### src/rtl/p13_debounce_sync.sv
// Per-lane debouncer for asynchronous button/switch inputs: a two-flop synchronizer
// feeds a saturating stability counter, and every committed level change is reported as a one-cycle edge pulse.
module p13_debounce_sync #(
  parameter int WIDTH         = 8,
  parameter int STABLE_CYCLES = 15
) (
  input  logic             clk,
  input  logic             rst_n,
  input  logic             ena,
  input  logic [WIDTH-1:0] din,
  output logic [WIDTH-1:0] dout,
  output logic [WIDTH-1:0] rise,
  output logic [WIDTH-1:0] fall,
  output logic             changed
);

  localparam int CW = $clog2(STABLE_CYCLES + 1);
  // The count at which the next differing sample commits the new level.
  localparam logic [CW-1:0] CNT_LAST = CW'(STABLE_CYCLES - 1);

  logic [WIDTH-1:0] sync1;
  logic [WIDTH-1:0] sync2;
  logic [CW-1:0]    cnt     [WIDTH];
  logic [CW-1:0]    cnt_nxt [WIDTH];
  logic [WIDTH-1:0] dout_nxt;
  logic [WIDTH-1:0] rise_nxt;
  logic [WIDTH-1:0] fall_nxt;

  // While ena is low the lane state holds and no pulse can be generated.
  always_comb begin
    dout_nxt = dout;
    rise_nxt = '0;
    fall_nxt = '0;
    for (int i = 0; i < WIDTH; i++) begin
      cnt_nxt[i] = cnt[i];
    end
    if (ena) begin
      for (int i = 0; i < WIDTH; i++) begin
        if (sync2[i] == dout[i]) begin
          cnt_nxt[i] = '0;
        end else if (cnt[i] == CNT_LAST) begin
          dout_nxt[i] = sync2[i];
          cnt_nxt[i]  = '0;
          rise_nxt[i] = sync2[i];
          fall_nxt[i] = ~sync2[i];
        end else begin
          cnt_nxt[i] = cnt[i] + CW'(1);
        end
      end
    end
  end

  // The synchronizer runs every cycle so ena never widens the metastability window.
  always_ff @(posedge clk or negedge rst_n) begin
    if (!rst_n) begin
      sync1   <= '0;
      sync2   <= '0;
      dout    <= '0;
      rise    <= '0;
      fall    <= '0;
      changed <= 1'b0;
      for (int i = 0; i < WIDTH; i++) begin
        cnt[i] <= '0;
      end
    end else begin
      sync1   <= din;
      sync2   <= sync1;
      dout    <= dout_nxt;
      rise    <= rise_nxt;
      fall    <= fall_nxt;
      changed <= |(rise_nxt | fall_nxt);
      for (int i = 0; i < WIDTH; i++) begin
        cnt[i] <= cnt_nxt[i];
      end
    end
  end

endmodule

### config.mk
export PLATFORM = sky130hd
export DESIGN_NAME = p13_debounce_sync
export DESIGN_NICKNAME = d
export VERILOG_FILES = /design/src/rtl/p13_debounce_sync.sv
export SDC_FILE = /design/constraint.sdc
export NUM_CORES = 1
export LEC_CHECK = 0
export CAP_MARGIN = 10
export CORE_UTILIZATION = 32
export CTS_CLUSTER_DIAMETER = 30
export DETAILED_ROUTE_END_ITERATION = 12
export PLACE_DENSITY = 0.52
export SYNTH_ARGS = -nofsm -noshare
export SYNTH_HDL_FRONTEND = slang
export SYNTH_SLANG_ARGS = --single-unit
### constraint.sdc
create_clock -name clk -period 1.7 [get_ports clk]
set_input_delay 0.425 -clock clk [delete_from_list [all_inputs] [get_ports clk]]
set_output_delay 0.425 -clock clk [all_outputs]
set_load 0.02 [all_outputs]
Word-level counts from Yosys, hierarchy flattened
Index checks and enable logic that the tools add are counted.
- flip-flop bits (word level): 73
- output and inout bits: 25
- $add $sub $neg: 8
- equal/unequal tests: 16
- mux-type cells: 50
- bitwise logic cells: 17
- reductions and logical operators: 9
- operators with widths (kind ; number):
    $mux 4 ; 16
    $add 4x1->4 const B ; 8
    $eq 4x4->1 const B ; 8
    $mux 1 ; 32
    $reduce_and 3->1 ; 8
    $mux 8 ; 2
    $not 1->1 ; 16
    $eq 1x1->1 ; 8
    $or 8x8->8 ; 1
    $reduce_or 8->1 ; 1

Longest topological paths before layout
- depth after elaboration: 6
- depth in mapped cells: 6
- gate-level depth less buffers: 6

Least setup slack after synthesis
Ideal clock, no wire load.
- path type: register to register
- start point: reg dout[5]
- end point: reg dout[5]
- arrival: 1321 ps
- data required time: 1575 ps
- setup slack: 254 ps
- stages on the path, launching flop included: 5
- path buffers: 0
- cell sequence: dfrtp_1 xor2_1 nand2_1 or2_4 mux2_4
- cells in the longest elaborated chain, start to end: 3
- ends and longest elaborated chain (item ; line ; RTL):
    start, declared ; 11 ; output logic [WIDTH-1:0] dout,
    start signal, assigned ; 68 ; dout <= dout_nxt;
    $eq 1x1->1 ; 39 ; if (sync2[i] == dout[i]) begin
    $not 1->1 (no line) ; n/a ;
    $reduce_and 3->1 (no line) ; n/a ;
No other way between the ends.
A chain may end at the register's enable or synchronous reset.

Worst setup path after layout
- start point: reg dout[5]
- end point: out dout[5]
No word-level cell between the ends.

==> flow_metrics.py <==
metrics = {
    "global_routing": {
        "grt_usage": 0.119,
        "grt_pass1_vias": 2036,
        "grt_start_max_net_pins": 74,
        "use_met2": 0.179,
        "grt_pass1_wl_mm": 9.20,
        "gr-usage-met3": 0.0450,
        "globalRoute.totalOverflow": 0,
        "grt_use_met1": 0.154,
        "busiest_layer": "met2",
        "antenna_found_initial": 0,
    },
    "routing": {
        "drt-wirelength-per-cell_um": 11.1,
        "viasPerCell": 4.38,
        "drc": 0,
        "drt_wl_total_mm": 5.04,
        "detail-route-antenna-nets": 0,
        "drt_iter0_drc": 51,
        "vias": 1987,
        "drt_pass1_iterations": 4,
    },
    "place": {
        "numPortBuffers": 35,
        "routabilityCongestion": 0.773,
        "place.detailed.hpwl_mm": 3.43,
        "place_inst": 438,
        "dpl_cell_area_um2": 3740,
        "dpl_worst_slack_ps": -184,
    },
    "timing": {
        "setup-tns-final_ps": 0,
        "tightest_slew_ps": 374,
        "min_period_over_period": 0.893,
        "setup_ws_ps": 183,
        "final_max_slew_viol_count": 0,
        "setup_viol": 0,
        "relSlewSlack": 0.751,
        "whs_ps": 76.2,
        "fin_crit_ps": 1520,
        "max_freq_mhz": 659,
        "fin_worst_skew_ps": 9.07,
        "hold_viol_final": 0,
        "rsz0062_at_grt": "false",
    },
    "cells_and_area": {
        "area_growth_pct": 28.2,
        "final_cells": 454,
        "antennaDiodeCount": 0,
        "mostFrequentLayoutCell": "dfrtp_1",
        "nets": 347,
        "design_area_um2": 3920,
        "layout_common_cells": "dfrtp_1, inv_1, dlygate4sd2_1",
        "drive_above_1_share": 0.135,
    },
    "power": {
        "leakage_nw": 2.18,
        "ir_drop_mv": 0.384,
        "power_density_nw_per_um2": 904,
        "switching_power_uw": 897,
        "p_sw_frac": 0.253,
        "power_frac_seq": 0.533,
        "comb_power_share": 0.082,
        "pwr-share-clk": 0.386,
        "p_int_mw": 2.64,
    },
    "clock_network": {
        "numCtsBuffers": 9,
        "cts_setup_buffers": 0,
        "clk_pin_slew_worst_paths_ps": 80,
        "cts_hold_buf": 0,
        "cts_sinks": 73,
        "clk_latency_ps": 350,
        "root_buffer": "clkbuf_8",
        "cts_tree": "done",
        "clockBufferDepth": 2,
        "htreeDepth": 3,
        "cts_resized": 23,
    },
    "floorplanning": {
        "die_area_um2": 9940,
        "rows": 35,
        "initial_core_util": 0.331,
        "coreArea_um2": 9240,
        "die_h_um": 99.7,
        "ioPinCount": 36,
        "die_w_um": 99.7,
    },
    "critical_path": {
        "critical_path_class": "reg2out",
        "path_cells": "dlygate4sd2_1",
        "cp_data_arrival_time_ps": 1090,
        "path_buf_inv": 1,
        "crit_family": "flip-flops",
        "worstPathMaxFanout": 3,
        "slowest_stage": "dfrtp_1",
        "cp-end-kind": "output port",
        "required_ps": 1270,
        "max_stage_delay_ps": 420,
        "startpoint_type": "register",
    },
    "synth": {
        "postSynthNetCount": 284,
        "avgSynthCellArea_um2": 11.9,
        "synth_area_leaders": "dfrtp_1, ha_1, a21o_1",
        "synth_cells": 257,
        "synth-warning-count": 0,
        "yosysTopAreaCellShare": 0.598,
        "synth_area_um2": 3050,
        "synth_cell_types": 28,
        "seq_area_frac_synth": 0.598,
        "yosys.area.top_type": "dfrtp_1",
        "ys_ff_latch": 73,
    },
    "job": {
        "maxCapViolations": 0,
    },
    "min_path": {
        "hp-class": "in2async",
    },
    "outcome": {
        "status": "completed",
    },
}
[through the flow]
step                      total power, mW  utilization
final                                3.54        0.424
after global routing                 3.74        0.424
after CTS                            3.62        0.423
after detailed placement             2.22        0.404
after global placement               2.21        0.404
after floorplan                      2.07            -
[metal layers]
layer / vias to the layer above / routed length (um)
met5: - / 0
met4: 0 / 70
met3: 7 / 276
met2: 41 / 2310
met1: 930 / 2390
li1: 1009 / -
[power by group through the flow]
stage	Combinational, mW	Clock (mW)	Sequential (mW)
floorplan	0.167	0	1.90
global placement	0.290	0	1.92
detailed placement	0.295	0	1.92
CTS	0.297	1.44	1.89
global route	0.342	1.50	1.90
finish	0.290	1.37	1.89
[state kept, by name (all words and copies together), names as in the netlist]
signal,cells
sync2,8
rise,8
fall,8
sync1,8
dout,8
changed,1
cnt,32
[final cells by class]
type | count | area [um2]
multi-input cells | 150 | 1100
well taps | 129 | 161
repair buffers | 58 | 522
clock inverters | 7 | 80.1
clock buffers | 9 | 124
inverters | 28 | 105
flip-flops and latches | 73 | 1830
fillers | 885 | 5320
[kinds of logic after synthesis]
family	Yosys count	share of synthesized area
buffers and inverters	34	0.0426
AND/OR/NAND/NOR	67	0.127
multiplexers	11	0.0393
XOR/XNOR	13	0.0373
flip-flops	73	0.598
adder cells (fa/ha/maj)	16	0.0655
AO/OA/AOI/OAI	43	0.0901
[Yosys cell counts]
cell and instances:
or2_4 2, clkbuf_1 4, a21oi_1 2, and2_1 2, mux2_4 2, nor3b_1 2
and4b_1 5, nand2_1 3, nand4b_1 1, mux2i_1 9, nor2b_1 3, and3_1 7
inv_1 28, and4_1 1, a21o_1 15, nand3b_1 6, a21boi_0 1, buf_2 2
dfrtp_1 73, xor2_1 8, a22o_1 1, o22ai_1 13, nor3_1 2, nand3_1 18
xnor2_1 5, nor2_1 15, ha_1 16, o21ai_0 11
[path summary, 6_finish.rpt]
path | startpoint | endpoint | slack [ps] | cells after the start
max in group asynchronous | rst_n | dout[5]$_DFFE_PN0P_ | 1330 | 2
max reg2reg | cnt[0]$_DFFE_PN0P_ | changed$_DFF_PN0_ | 230 | 6
max | dout[5]$_DFFE_PN0P_ | dout[5] | 180 | 1
min in group clk | sync1[1]$_DFF_PN0_ | sync2[1]$_DFF_PN0_ | 350 | 0
min reg2reg | sync1[1]$_DFF_PN0_ | sync2[1]$_DFF_PN0_ | 350 | 0
min | rst_n | sync2[2]$_DFF_PN0_ | 80 | 2
(Power assumes the default switching activity.)
